File: src/rtl/tinyqv_slice_pkg.sv
// Shared types and elaboration helpers for the TinyQV slice sequencer.
package tinyqv_slice_pkg;

  typedef enum logic {
    IDLE = 1'b0,
    RUN  = 1'b1
  } state_t;

  // Number of slices that make up one word.
  function automatic int nslice(input int xlen, input int slice_w);
    return xlen / slice_w;
  endfunction

  // Width of a slice index; a single-slice word still gets a 1-bit index.
  function automatic int idx_w(input int n);
    return (n <= 1) ? 1 : $clog2(n);
  endfunction

endpackage

File: src/rtl/tinyqv_slice_seq.sv
// Slice sequencer for the nibble-serial TinyQV datapath: latches N_IN operands,
// presents them LSB-first one slice per cycle and reassembles the result word.
module tinyqv_slice_seq
  import tinyqv_slice_pkg::*;
#(
  parameter int XLEN    = 32,
  parameter int SLICE_W = 4,
  parameter int N_IN    = 4
) (
  input  logic                                  clk,
  input  logic                                  rst,
  input  logic                                  start,
  input  logic                                  stall,
  input  logic [N_IN*XLEN-1:0]                  op_in,
  input  logic [SLICE_W-1:0]                    res_slice,
  output logic [N_IN*SLICE_W-1:0]               in_slice,
  output logic [idx_w(nslice(XLEN, SLICE_W))-1:0] slice_idx,
  output logic                                  busy,
  output logic                                  first,
  output logic                                  last,
  output logic                                  accept,
  output logic                                  done,
  output logic [XLEN-1:0]                       res_out,
  output logic [XLEN-1:0]                       res_live
);

  localparam int NSLICE = nslice(XLEN, SLICE_W);
  localparam int IW     = idx_w(NSLICE);

  if (!(SLICE_W == 1 || SLICE_W == 2 || SLICE_W == 4 || SLICE_W == 8 ||
        SLICE_W == 16 || SLICE_W == 32) || (XLEN % SLICE_W) != 0) begin : g_bad_cfg
    $error("tinyqv_slice_seq: SLICE_W must be a power of two up to 32 dividing XLEN");
  end

  state_t                 state;
  state_t                 state_nxt;
  logic [N_IN*XLEN-1:0]   op_reg;

  // Status strobes and the start handshake, all derived from current state
  always_comb begin
    busy   = (state == RUN);
    first  = busy && (slice_idx == '0);
    last   = busy && (slice_idx == IW'(NSLICE - 1));
    accept = start && !rst && ((state == IDLE) || (last && !stall));
  end

  // Next state: an unstalled last cycle either retires or chains into a new op
  always_comb begin
    state_nxt = state;
    case (state)
      IDLE:    if (accept) state_nxt = RUN;
      RUN:     if (last && !stall) state_nxt = accept ? RUN : IDLE;
      default: state_nxt = IDLE;
    endcase
  end

  // State register
  always_ff @(posedge clk) begin
    if (rst) state <= IDLE;
    else     state <= state_nxt;
  end

  // Operand latch, slice index, completed-word register and done pulse
  always_ff @(posedge clk) begin
    if (rst) begin
      slice_idx <= '0;
      op_reg    <= '0;
      res_out   <= '0;
      done      <= 1'b0;
    end else begin
      done <= 1'b0;
      if (busy && !stall) begin
        if (last) begin
          res_out   <= res_live;
          done      <= 1'b1;
          slice_idx <= '0;
        end else begin
          slice_idx <= slice_idx + IW'(1);
        end
      end
      // A chained start on the last cycle also lands here and restarts at 0.
      if (accept) begin
        op_reg    <= op_in;
        slice_idx <= '0;
      end
    end
  end

  // Per-channel slice mux; outputs are quiet while idle
  always_comb begin
    in_slice = '0;
    if (busy) begin
      for (int c = 0; c < N_IN; c++) begin
        for (int s = 0; s < NSLICE; s++) begin
          if (slice_idx == IW'(s))
            in_slice[c*SLICE_W +: SLICE_W] = op_reg[c*XLEN + s*SLICE_W +: SLICE_W];
        end
      end
    end
  end

  if (NSLICE == 1) begin : g_one
    assign res_live = res_slice;
  end else begin : g_multi
    // Only the non-final slices need storage; the top slice comes live from the core.
    logic [XLEN-SLICE_W-1:0] res_reg;

    // Capture each non-final result slice as the core produces it
    always_ff @(posedge clk) begin
      if (rst) begin
        res_reg <= '0;
      end else if (busy && !stall) begin
        for (int s = 0; s < NSLICE - 1; s++) begin
          if (slice_idx == IW'(s))
            res_reg[s*SLICE_W +: SLICE_W] <= res_slice;
        end
      end
    end

    assign res_live = {res_slice, res_reg};
  end

endmodule

File: config.mk
export PLATFORM = sky130hd
export DESIGN_NAME = tinyqv_slice_seq
export DESIGN_NICKNAME = d
export VERILOG_FILES = /design/src/rtl/tinyqv_slice_pkg.sv /design/src/rtl/tinyqv_slice_seq.sv
export SDC_FILE = /design/constraint.sdc
export NUM_CORES = 1
export LEC_CHECK = 0
export ABC_AREA = 1
export BUFFER_PORTS_ARGS = -buffer_cell sky130_fd_sc_hd__buf_2
export CAP_MARGIN = 20
export CORE_ASPECT_RATIO = 2
export CORE_MARGIN = 10
export CORE_UTILIZATION = 45
export CTS_BUF_LIST = sky130_fd_sc_hd__clkbuf_4 sky130_fd_sc_hd__clkbuf_8
export DETAILED_ROUTE_END_ITERATION = 8
export PLACE_DENSITY = 0.72
export SLEW_MARGIN = 10
export SYNTH_ARGS = -nofsm -noshare
export SYNTH_HDL_FRONTEND = slang
export SYNTH_SLANG_ARGS = --single-unit
File: constraint.sdc
create_clock -name clk -period 1.7 [get_ports clk]
set_input_delay 0.085 -clock clk [delete_from_list [all_inputs] [get_ports clk]]
set_output_delay 0.085 -clock clk [all_outputs]
set_load 0.02 [all_outputs]
==> impl_metrics.json <==
{
  "status": "finished with violations",
  "violations": "setup timing",
  "setup_violations": 149,
  "synth_top_family_by_area": "simple AND/OR/NAND/NOR gates",
  "h-tree-depth": 4,
  "io_buffers": 223,
  "synth_top_area_share_pct": 47.35,
  "antenna_left": 0,
  "grtUsageTotal_pct": 25.56,
  "dieArea_um2": 24250,
  "rows": 69,
  "critPathMaxFanout": 14,
  "slew_violations": 0,
  "cp_slowest_stage_delay_ns": 0.39,
  "worstMarginPinSlew_ns": 0.5977,
  "synth_xor_xnor_area_share_pct": 0,
  "min_path_type": "primary input to register",
  "synth_warnings": 0,
  "hold_depth": 5,
  "worst_ep_arrival_time_ns": 2.28,
  "reg2reg_slack_ns": -0.21,
  "drt_first_pass_iters": 6,
  "crit_top_cell": "nand2_1",
  "multi_input_area_um2": 4001,
  "yosys.area_share.simple_pct": 28.52,
  "area_delta_synth_final_pct": 59.67,
  "drc": 0,
  "postLayoutSetupSlackWorst_ns": -0.6696,
  "grt-ovfl-total": 0,
  "peakVddDrop_v": 0.0006190,
  "clk_pin_slew_ns": 0.10,
  "dp.cells": 1590,
  "synthCells": 1182,
  "coreArea_um2": 17780,
  "post_drt_via_cell_ratio": 5.457,
  "antenna_found_initial": 5,
  "finalPower_w": 0.009450,
  "fmax_mhz": 422.0,
  "max_cap_violations": 0,
  "cellPowerDensity_nw_per_um2": 725.3,
  "leakagePower_nw": 6.225,
  "hold-path-endpoint": "g_multi.res_reg[14]$_SDFFE_PP0P_",
  "r2r_end": "slice_idx[0]$_SDFFE_PP0P_",
  "start_util_pct": 45.88,
  "rsz0062_at_grt": "yes",
  "holdWs_ns": 0.1025,
  "via_count": 9860,
  "grt_max_degree": 54,
  "netlist_area_um2": 8160,
  "drt_iter0_drc": 775,
  "cp.required_ns": 1.62,
  "clock_path_buffers": 2,
  "finalCritPeriodShare_pct": 139.4,
  "holdCritStartpoint": "stall",
  "largest_reg_flops": 128,
  "ys_seq_area_share_pct": 47.35,
  "synth.avg_cell_area_um2": 6.904,
  "r2r-start": "slice_idx[0]$_SDFFE_PP0P_",
  "worstPathCellList": "inv_4 > ha_1 > nand2_2 > buf_12 > o21ai_0 > inv_1 > nand2_1 > nand2_1 > nand2_1 > nand2_1 > nand2_2 > a21oi_4 > buf_6",
  "critPathCaptureType": "output pin",
  "root_buffer": "clkbuf_8",
  "synth_mux_area_share_pct": 0,
  "synthAdderAreaFrac_pct": 0.9200,
  "routed_wl_mm": 36.11,
  "seqCellArea_um2": 3876,
  "cts_tree": "built",
  "cp_num_buf_inv": 4,
  "ys_ff_latch": 193,
  "place_congestion": 0.8601,
  "relSlewSlack_pct": 60.15,
  "cts_buffers": 17,
  "critical-path-top-delay-family": "simple AND/OR/NAND/NOR gates",
  "die_h_um": 210.4,
  "yosys-top-cells-area": "dfxtp_1 (47%), nand2_1 (15%), o21ai_0 (8.1%), nand3_1 (7.1%), nor2_1 (5.6%)",
  "cts.sinks": 193,
  "criticalPathCategory": "register to output pin",
  "synth_cell_types": 19,
  "ios": 224,
  "yosysTopAreaCell": "dfxtp_1",
  "syn-num-nets": 1324,
  "cpMaxStageDelayCell": "dfxtp_4",
  "drive_gt1_share_pct": 30.25,
  "grt_pass1_vias": 9718,
  "grt_first_pass_wirelength_mm": 49.79,
  "startpoint_type": "register",
  "synth_compound_area_share_pct": 12.94,
  "dieWidth_um": 115.2,
  "finalCriticalPeriod_ns": 2.370,
  "final_util_pct": 73.27,
  "fin_cells": 1807,
  "post_drt_wl_per_cell_um": 19.98,
  "fillers": 1240,
  "nNetsFinal": 1716,
  "r2r_cells": 12,
  "hold_viol": 0,
  "clock_latency_ns": 0.48,
  "clock_skew_ns": 0.02313,
  "dp.final_hpwl_mm": 20.15
}
==> final cells by class <==
| type | count | area share [%] |
|---|---|---|
| timing repair buffer | 451 | 30.94 |
| multi-input combinational | 790 | 30.71 |
| sequential | 193 | 29.75 |
| inverter | 121 | 3.659 |
| clock buffer | 21 | 2.170 |
| tap | 213 | 2.045 |
| clock inverter | 11 | 0.5954 |
| antenna | 7 | 0.1344 |
==> through the flow <==
step | setup TNS, ns | setup slack (ns) | instance area [um2]
after global routing | -35.40 | -0.7653 | 13030
after floorplan | 0 | 0.004486 | 8343
after global placement | -0.9586 | -0.1064 | 9876
after CTS | -8.901 | -0.5695 | 12080
final | -25.08 | -0.6696 | 13030
after detailed placement | -1.312 | -0.1372 | 9876
==> how the worst max path moves through the flow <==
stage	from	endpoint	slack [ns]	depth (start not counted)
after floorplan	slice_idx[0]$_SDFFE_PP0P_	op_reg[46]$_SDFFE_PP0P_	0.004	11
after global placement	slice_idx[1]$_SDFFE_PP0P_	in_slice[6]	-0.11	13
after detailed placement	slice_idx[0]$_SDFFE_PP0P_	in_slice[6]	-0.14	14
after CTS	slice_idx[1]$_SDFFE_PP0P_	in_slice[3]	-0.57	15
after global routing	slice_idx[0]$_SDFFE_PP0P_	in_slice[12]	-0.77	13
final	slice_idx[0]$_SDFFE_PP0P_	in_slice[12]	-0.67	13
==> worst register-to-register path, stage by stage (launching register included) <==
cell and delay [ns]:
dfxtp_4 0.41, ha_4 0.16, ha_4 0.14, nand2_4 0.05
nor2_4 0.09, inv_2 0.06, nand2_4 0.07, nand3_4 0.10
buf_6 0.14, buf_12 0.14, nand2_8 0.17, clkbuf_16 0.22
nor2_1 0.05
==> cell families (layout without fill, tap and decap cells) <==
| group | count (synthesis) | after routing |
|---|---|---|
| AOI/OAI and AO/OA | 211 | 211 |
| adders and majority gates | 6 | 6 |
| and+or+nand+nor | 573 | 573 |
| DFF | 193 | 193 |
| buffers and inverters | 199 | 604 |
| other | 0 | 7 |
==> repair_timing <==
action                     CTS  global route
hold buffers               135             0
buffers inserted             7             7
resized for setup           88           121
pin swaps                    2            18
hold endpoints to repair   152             0
cloned                       8            24
setup endpoints to repair   39           163
==> cells in the final DEF (no fill, tap or decap), drive strengths merged <==
cell type      n
diode          7
dlygate4sd3  135
buf          297
clkbuf        40
dfxtp        193
nor3           2
ha             6
nand3        117
o21ai        170
nand2        330
nor2         124
inv          126
a21oi         41
clkinv         5
clkinvlp       1
==> metal layers <==
| metal | vias up | part of all wire (%) | GRT usage (%) |
|---|---|---|---|
| met5 | - | 0 | 0 |
| met3 | 191 | 7.7 | 5.830 |
| met1 | 4582 | 33 | 25.38 |
| met2 | 551 | 52 | 46.37 |
| li1 | 4536 | - | - |
| met4 | 0 | 7.1 | 15.05 |
==> synthesized netlist by cell type <==
cell      number
buf_2         16
ha_1           6
nand3_4        1
nand2_1      328
clkbuf_1      35
buf_1          8
nand3_1      116
nor2_2         1
nor3_1         2
inv_1        118
o21ai_0      132
nor2_1       122
a21oi_1       41
buf_4         19
inv_2          3
nor2_4         1
dfxtp_1      193
o21ai_1       38
nand2_2        2
==> where the power goes <==
group | leakage, nW | internal (W) | switching, W
clock network | 0.191 | 0.00116 | 0.00169
logic | 4.45 | 0.000846 | 0.000883
registers | 1.58 | 0.00474 | 0.000130
Power figures use the tool's default switching activity.
